File: src/rtl/dclk_gen.sv
// Divided-clock generator: 50% duty dclk with per-period half-period latch and a tick on each rise.
// Optional runtime slow half-period register enabled by defining DCLK_GEN_LOAD_EN.
module dclk_gen #(
    parameter int unsigned W         = 8,
    parameter int unsigned SLOW_HALF = 4,
    parameter int unsigned FAST_HALF = 1
) (
    input  logic         clk,
    input  logic         rst_b,
    input  logic         act,
    input  logic         fast,
`ifdef DCLK_GEN_LOAD_EN
    input  logic         ld,
    input  logic [W-1:0] div_in,
`endif
    output logic         dclk,
    output logic         tick,
    output logic         busy
);

    localparam logic [W-1:0] SlowHalfW = W'(SLOW_HALF);
    localparam logic [W-1:0] FastHalfW = W'(FAST_HALF);
    localparam logic [W-1:0] One       = W'(1);

    typedef enum logic [2:0] {
        StIdle = 3'b001,
        StHi   = 3'b010,
        StLo   = 3'b100
    } state_e;

    state_e       state_q, state_d;
    logic [W-1:0] cnt_q, cnt_d;
    logic [W-1:0] hq_q, hq_d;
    logic         dclk_q, dclk_d;
    logic         tick_q, tick_d;
    logic         busy_q, busy_d;
    logic [W-1:0] slow_val;
    logic [W-1:0] h_raw;
    logic [W-1:0] h_new;

`ifdef DCLK_GEN_LOAD_EN
    logic [W-1:0] slow_q;

    // A load coinciding with a period start is seen from the next period on.
    always_ff @(posedge clk or negedge rst_b) begin
        if (!rst_b) begin
            slow_q <= SlowHalfW;
        end else if (ld) begin
            slow_q <= div_in;
        end
    end

    assign slow_val = slow_q;
`else
    assign slow_val = SlowHalfW;
`endif

    always_comb begin
        h_raw = fast ? FastHalfW : slow_val;
        h_new = (h_raw == '0) ? One : h_raw;
    end

    always_comb begin
        state_d = state_q;
        cnt_d   = cnt_q;
        hq_d    = hq_q;
        tick_d  = 1'b0;
        unique case (state_q)
            StIdle: begin
                if (act) begin
                    state_d = StHi;
                    hq_d    = h_new;
                    cnt_d   = h_new - One;
                    tick_d  = 1'b1;
                end
            end
            StHi: begin
                if (cnt_q != '0) begin
                    cnt_d = cnt_q - One;
                end else begin
                    state_d = StLo;
                    cnt_d   = hq_q - One;
                end
            end
            StLo: begin
                if (cnt_q != '0) begin
                    cnt_d = cnt_q - One;
                end else if (act) begin
                    state_d = StHi;
                    hq_d    = h_new;
                    cnt_d   = h_new - One;
                    tick_d  = 1'b1;
                end else begin
                    state_d = StIdle;
                end
            end
            default: begin
                state_d = StIdle;
                cnt_d   = '0;
                hq_d    = One;
            end
        endcase
        dclk_d = (state_d == StHi);
        busy_d = (state_d != StIdle);
    end

    always_ff @(posedge clk or negedge rst_b) begin
        if (!rst_b) begin
            state_q <= StIdle;
            cnt_q   <= '0;
            hq_q    <= One;
            dclk_q  <= 1'b0;
            tick_q  <= 1'b0;
            busy_q  <= 1'b0;
        end else begin
            state_q <= state_d;
            cnt_q   <= cnt_d;
            hq_q    <= hq_d;
            dclk_q  <= dclk_d;
            tick_q  <= tick_d;
            busy_q  <= busy_d;
        end
    end

    assign dclk = dclk_q;
    assign tick = tick_q;
    assign busy = busy_q;

endmodule

File: config.mk
export PLATFORM = sky130hd
export DESIGN_NAME = dclk_gen
export DESIGN_NICKNAME = d
export VERILOG_FILES = /design/src/rtl/dclk_gen.sv
export SDC_FILE = /design/constraint.sdc
export NUM_CORES = 1
export LEC_CHECK = 0
export BUFFER_PORTS_ARGS = -buffer_cell sky130_fd_sc_hd__clkbuf_2
export CAP_MARGIN = 20
export CORE_MARGIN = 3
export CORE_UTILIZATION = 50
export CTS_BUF_LIST = sky130_fd_sc_hd__clkbuf_8
export CTS_CLUSTER_SIZE = 10
export DETAILED_ROUTE_END_ITERATION = 10
export HOLD_SLACK_MARGIN = 0.08
export PLACE_DENSITY = 0.68
export SLEW_MARGIN = 20
export SYNTH_ARGS = -nofsm -noshare
export SYNTH_HDL_FRONTEND = slang
export SYNTH_SLANG_ARGS = --single-unit
File: constraint.sdc
create_clock -name clk -period 4.7 [get_ports clk]
set_input_delay 0.705 -clock clk [delete_from_list [all_inputs] [get_ports clk]]
set_output_delay 0.705 -clock clk [all_outputs]
set_load 0.1 [all_outputs]
* Word-level counts from Yosys, hierarchy flattened
Index checks and enable logic that the tools add are counted.
** Word-level totals
- Register bits after elaboration :: 22
- Word-level logic and storage cells :: 36
** Operators by class
- Bitwise gates (word level) :: 1
- Muxes and demuxes :: 17
- Add/sub/neg operators :: 3
- Equal/unequal tests :: 6
- Reduce and logical (&&, ||, !) cells :: 3
** Operators with widths (count)
- 8-bit case mux with 3 select lines :: 2
- 8-bit two-way mux :: 5
- 8-bit by 1-bit subtractor with 8-bit output, second input constant :: 2
- 3-bit two-way mux :: 5
- 3-bit case mux with 3 select lines :: 1
- 8-bit logical NOT :: 1
- 8-bit nonzero test :: 1
- 3-bit by 2-bit == test with 1-bit output, second input constant :: 2
- 3-bit by 1-bit subtractor with 4-bit output, second input constant :: 1
- 3-bit by 1-bit == test with 1-bit output, second input constant :: 1
- 3-bit == test, second input constant :: 1
- 3-bit by 1-bit != test with 1-bit output, second input constant :: 1
- 1-bit two-way mux :: 2
- 2-bit two-way mux :: 1
- 2-bit != test, second input constant :: 1
- 1-bit case mux with 2 select lines :: 1
- 2-bit AND reduction :: 1
- 1-bit NOT :: 1

* Depth between registers and ports, before layout
Gate-level depths: netlist of run 1.
- Word-level depth :: 7
- Depth in mapped cells :: 7

* Least setup slack after synthesis of run 1
No wires, ideal clock.
- Path kind :: register to register
- From :: reg cnt_q[0]
- To :: reg cnt_q[4]
- Cell stages (with the launch flop) :: 8
- Slack :: 2.799 ns
- Period minus slack after synthesis :: 1.901 ns
- Data required time :: 4.574 ns
- Setup time :: 0.126 ns
- Arrival time :: 1.775 ns
- Cells stage by stage :: dfrtp_1 > inv_1 > ha_1 > or3b_2 > buf_2 > o22ai_4 > a21oi_2 > a221o_1
** Between the ends
- Cells in the longest elaborated chain, start to end :: 3
** Ends and longest elaborated chain
- from (decl) :: line 32 : logic [W-1:0] cnt_q, cnt_d;
- from (signal assigned) :: line 117 : cnt_q <= cnt_d;
- 8-bit by 1-bit subtractor with 8-bit output / 8-bit nonzero test (equally long branches)
- 8-bit two-way mux (on tied branches) :: line 86, 78
- 8-bit case mux with 3 select lines * :: line 68 : unique case (state_q)
- via cnt_d[4] :: line 32
The timed path passes the listed nets; every way through them passes the cells marked *.
A chain may end at the register's enable or synchronous reset.

* Worst setup path after layout of run 1
Same ends and word-level chain as after synthesis.

==> results.md, run 1 <==
* Largest net degree at the start of global routing at 17
* Clk sinks at 16
* Area of the multi-input gates at 651 um2
* Outcome: completed
* Post-Syn Area per Cell at 9.38 um2
* Mapped Area at about 0.0011 mm2
* Final setup vio count at 0
* Post-place instance area at 0.00114 mm2
* Die Ht at 53.1 um
* H-tree depth at 1
* Synthesized instance count at 118
* R2R Setup Slk at 2.59 ns
* Core area at 0.00202 mm2
* Met1 usage at 28.8%
* Setup TNS at 0 ns
* Die ar. at 0.00282 mm2
* Area Growth Syn to Fin at 7.34%
* Seq cells post-synth at 16
* Max FO, Critical Path at 8
* GRT Residual Overflow at 0
* Total GRT Usage at 21.7%
* Die Width at 53.1 um
* PortBufs at 6
* Top cell type's share of synthesized area at 31.6%
* Clk_lat worst skew at 0.25 ns
* Critical Path End Type: register
* Max Buffers Root-to-Sink at 2
* Reg2Reg Depth at 6
* Routed Antenna Nets at 0
* Yosys cell types at 44
* Most common cell in the netlist: dfrtp_1
* Setup ws final at approximately 2.6 ns
* NumNets Final at about 130
* Worst Setup EP: cnt_q[4]
* Synthesized Nets at around 130
* Initial antenna violation count at 0
* Slew @ Worst Pin at roughly 0.61 ns
* GRT busiest layer: met2
* Final Cell Area at 0.00119 mm2
* Worst r2r dst: cnt_q[4]
* Share of cells above drive strength 1 at 17.1%
* Crit start category: register
* Synth cell count leaders: dfrtp_1 (14), a21oi_1 (8), inv_1 (7), nand2_1 (7), o21ai_0 (6)
* Vias in the first global route at between 900 and 1000
* Site Rows at 16
* Hold Fails Final Rpt at 0
* Pwr/cell area at 798 mW/mm2
* CTS tree: done
* Fillers at 178
* Period utilization at 44.8%
* Min Tclk post-route at 2.11 ns
* Post-detailed-routing wire length at 2.55 mm
* # Max-Cap Violations at 0
* Unrepaired setup endpoints after global routing: false
* Reg area at 403 um2
* Worst Path Arrival at ~2.2 ns
* Worst vdd ir at ~0.44 mV
* Post-synth EDFFs at 0
* Asr flop ratio synth at 100%
* Routed length per instance at 17.0 um
* Post-CTS sizing at 0
* Count of final max-slew check failures at 0
* Root buffer cell: clkbuf_8
* Max_slew headroom at roughly 59%
* Setup Slack @ Placement at 2.62 ns
* Post-CTS setup buffers at 0
* Gp weighted congestion at 0.856
* First-pass DRT Iterations at 4
* Initial Util at 54.8%
* GR Layer Usage met3 at ~2.8%
* Register area share after synthesis at 36.4%
* Hold-fix buffers, CTS at 0
* HP Class: input pin to async pin
* Leakage Power at 0.000483 uW
* DR vias at 1005
* Worst EP required at 4.83 ns
* CTS Buf Count at 3
* First-pass GRT wire length at roughly 4.4 mm
* Clk pin slew, worst setup/hold paths at 0.06 ns
* Detailed Route Iter0 Violations at between 40 and 50
* Setup Skew at 0.00556 ns
* # IOs at 7
* Post-synth top area cell: dfrtp_1
* Dominant synthesized flop cell: dfrtp_1
* Reg-to-Reg Start: cnt_q[0]
* Met2 usage at a little over a third
* Avg Vias per Cell at approximately 6.7
* Critical Path Start: cnt_q[0]
* Post-DP HPWL at 1.88 mm
* Final total power at 949 uW
* CP Class: register to register
* Ranking of synthesized cells by area: dfrtp_1 (32%), dfstp_2 (4.7%), a21oi_1 (3.6%)
* DRC at 0
* Yosys Warn Count at 0
* Antenna Cells at 0
* Peak Freq at 474 MHz
[worst max-delay path: stages, from the launching register on]
cell,delay [ns]
dfrtp_1,0.45
inv_1,0.13
ha_1,0.20
or3b_2,0.61
o22ai_4,0.27
a21oi_2,0.05
a221o_1,0.28
[layout make-up]
cell class / count / share of cell area, %
well taps: 27 / 2.84
clock buffers: 3 / 3.47
multi-input cells: 90 / 54.7
repair buffers: 6 / 2.53
flip-flops and latches: 16 / 33.9
inverters: 7 / 2.21
clock inverters: 1 / 0.316
[flip-flops by register name, indices dropped and copies added, names as in the netlist]
register	cells
cnt_q	8
state_q	3
hq_q	2
busy	1
dclk	1
tick	1
[report_power, final]
group	switching (uW)	leakage (uW)	total [uW]	internal [uW]
Sequential	76.8	0.000208	270	193
Clock	46.3	0.0000269	104	57.9
Combinational	385	0.000248	575	190
[cells by family (layout without fill, tap and decap cells)]
logic type               Yosys count  in the layout  share of synthesized area [%]
flip-flops                        16             16                           36.4
AND/OR/NAND/NOR                   40             40                           23.7
XOR/XNOR                           1              1                          0.791
buffers and inverters             12             17                           4.86
multiplexers                       2              2                           1.81
adder cells (fa/ha/maj)            3              3                           3.39
AO/OA/AOI/OAI                     44             44                           29.0
[worst min path at each step]
| stage | to | slack, ns | from | cells after the start |
|---|---|---|---|---|
| CTS | cnt_q[7] | 0.38 | rst_b | 1 |
| finish | cnt_q[7] | 0.36 | rst_b | 1 |
| global route | cnt_q[7] | 0.40 | rst_b | 1 |
| floorplan | busy | 0.41 | rst_b | 0 |
| global placement | state_q[2] | 0.55 | state_q[0] | 1 |
| detailed placement | state_q[2] | 0.57 | state_q[0] | 1 |
[cells in the final DEF (no fill, tap or decap), types with 3 or more instances in the layout]
master and instances:
o32ai_1 3, dfrtp_1 14, a22oi_1 3, nand2b_1 5, nor2b_1 3, o22ai_1 4
a21oi_1 8, nor3b_1 4, clkbuf_2 6, nor2_1 5, nand2_1 7, inv_1 8
clkbuf_8 3, a211oi_1 4, nor3_1 4, o21ai_0 6, ha_1 3
[routing by layer]
metal	part of all wire, %	wire, um
met1	45	1160
met2	47	1190
met3	5.5	140
met4	2.5	63
met5	0	0
[stage by stage]
stage	cells	util [%]	hold WS [ns]
3_3_place_gp	146	56.6	0.554
5_1_grt	150	58.8	0.396
3_5_place_dp	146	56.6	0.569
2_1_floorplan	118	-	0.409
4_1_cts	150	58.8	0.385
6_report	150	58.8	0.365
Note: power is estimated with default switching activity, not from simulation.
==> run 2: changes to the inputs <==
--- a/config.mk
+++ b/config.mk
@@ -13,7 +13,7 @@
 export CTS_CLUSTER_SIZE = 10
 export DETAILED_ROUTE_END_ITERATION = 10
 export HOLD_SLACK_MARGIN = 0.08
-export PLACE_DENSITY = 0.68
+export PLACE_DENSITY = 0.7
 export SLEW_MARGIN = 20
 export SYNTH_ARGS = -nofsm -noshare
 export SYNTH_HDL_FRONTEND = slang
==> constraint.sdc (replaced) <==
create_clock -name clk -period 1.8 [get_ports clk]
set_input_delay 0.27 -clock clk [delete_from_list [all_inputs] [get_ports clk]]
set_output_delay 0.27 -clock clk [all_outputs]
set_load 0.1 [all_outputs]
==> results.md, run 2 (synthesis gave the netlist of run 1 again) <==
* Crit start category: register
* Period utilization at 98.5%
* Hold Crit Depth at 4
* Detailed Route Iter0 Violations at 55
* Combinational power share at between 60% and 70%
* Initial Util at 54.8%
* Die ar. at about 0.0028 mm2
* Routed length per instance at 17.0 um
* Post-detailed-routing wire length at roughly 3.0 mm
* Initial antenna violation count at 0
* Flop pwr share at 21.6%
* Die Width at 53.1 um
* Net Sw Power at 1480 uW
* First-pass GRT wire length at 4.96 mm
* Worst vdd ir at ~1.3 mV
* # IOs at 7
* Critical Path Start: cnt_q[1]
* Total GRT Usage at 24.6%
* Clock power frac at about a tenth
* Slew @ Worst Pin at 0.539 ns
* Area Growth Syn to Fin at 31.2%
* Internal Power at between 1500 and 2000 uW
* DR vias at 1108
* Root buffer cell: clkbuf_8
* Outcome: completed
* Routed Antenna Nets at 0
* Leakage Power at approximately 0.00064 uW
* Reg2Reg Depth at 6
* Setup Skew at roughly 0.0095 ns
* Switching Share at 48.8%
* Core area at between 0.002 and 0.0025 mm2
* Non-Filler Instances at 178
* Die Ht at 53.1 um
* Reg-to-Reg Start: cnt_q[1]
* Share of cells above drive strength 1 at between 30% and 40%
* Hold Fails Final Rpt at 0
* Max FFs per register at 8
* Gp weighted congestion at 0.923
* Cells after DPL at 170
* Max FO, Critical Path at 8
* Worst Path Arrival at 1.92 ns
* Max_slew headroom at 64.2%
* Unrepaired setup endpoints after global routing: true
* NumNets Final at about 160
* Critical Path End Type: register
* Post-DP HPWL at around 2.2 mm
* Vias in the first global route at 1100
* Min Tclk post-route at approximately 1.8 ns
* Most flops, register: cnt_q
* R2R Setup Slk at 0.03 ns
* Clk sinks at 16
* Final setup vio count at 0
* CP Class: register to register
* Commonest non-fill, non-tap cells in the layout: buf_4 (27), dfrtp_1 (14), a21oi_1 (8)
* CTS Buf Count at 3
* Hold Startpoint: fast
* Clk pin slew, worst setup/hold paths at 0.07 ns
* Avg Vias per Cell at about 6.2
* Site Rows at 16
* Max Buffers Root-to-Sink at 2
* Top flop regs: cnt_q (8), state_q (3), hq_q (2)
* Fillers at 152
* Count of final max-slew check failures at 0
* Peak Freq at 564 MHz
* HP Class: input pin to register
* Final Cell Area at around 0.0015 mm2
* DRC at 0
* Worst EP required at 1.94 ns
* Antenna Cells at 0
* First-pass DRT Iterations at 4
* GRT Residual Overflow at 0
* Clk_lat worst skew at 0.26 ns
* Largest net degree at the start of global routing at 17
* # Max-Cap Violations at 0
* H-tree depth at 1
* Most common cell after layout, fill and taps aside: buf_4
* Worst r2r dst: cnt_q[4]
* Pwr/cell area at 2090 mW/mm2
* Post-place instance area at 0.00133 mm2
* Hold endpoint: cnt_q[0]
* CTS tree: done
* PortBufs at 6
[run 2: cell types whose count changed in the layout (fill, tap and decap cells not counted), moves of 2 or more]
cell,before,now
inv_2,0,2
inv_1,8,6
ha_1,3,1
buf_4,0,27
[run 2: timing repair]
item,4_1_cts,5_1_grt
setup endpoints to repair,5,9
hold buffers,1,0
gates resized for setup,2,10
hold endpoints to repair,14,0
buffers inserted,0,3
pin swaps,1,4
[run 2: stage by stage]
stage	power [uW]	worst slack, ns	util (%)	setup TNS [ns]	hold WS [ns]
floorplan	1990	0.0189	-	0	-0.0256
global placement	2540	-0.137	65.6	-0.500	0.221
detailed placement	2560	-0.137	65.6	-0.485	0.226
CTS	2900	-0.00226	69.1	-0.00226	0.438
global route	3250	-0.0300	71.8	-0.0475	0.475
finish	3040	0.0266	71.8	0	0.435
[run 2: power groups by stage]
stage	Sequential (uW)	Combinational, uW	Clock [uW]
CTS	647	1960	288
global route	676	2260	305
floorplan	821	1170	0
finish	656	2100	282
global placement	641	1890	0
detailed placement	646	1910	0
[run 2: layout make-up]
class,instances,area [um2],share of cell area (%)
Clock buffer,3,41.3,2.84
Clock inverter,1,3.75,0.258
Inverter,7,26.3,1.81
Multi-Input combinational cell,90,702,48.3
Sequential cell,16,403,27.7
Tap cell,27,33.8,2.33
Timing Repair Buffer,34,243,16.7
[run 2: worst max-delay path by stage]
stage	depth (start not counted)	end	slack [ns]
5_1_grt	6	cnt_q[4]	-0.03
6_report	6	cnt_q[4]	0.03
3_5_place_dp	7	cnt_q[6]	-0.14
2_1_floorplan	7	cnt_q[4]	0.02
3_3_place_gp	7	cnt_q[6]	-0.14
4_1_cts	6	cnt_q[4]	-0.002
[run 2: critical path: stages (launching register included)]
cell	delay, ns
dfrtp_1	0.39
inv_2	0.08
ha_4	0.14
or3b_4	0.46
o22ai_4	0.27
a21oi_2	0.05
a221o_1	0.27
[run 2: per-layer routing]
layer / GRT usage [%] / vias up / wire [um]
li1: - / 519 / -
met1: 34.3 / 540 / 1310
met4: 10.6 / 0 / 42
met3: 3.10 / 5 / 217
met5: 0 / - / 0
met2: 37.6 / 44 / 1460
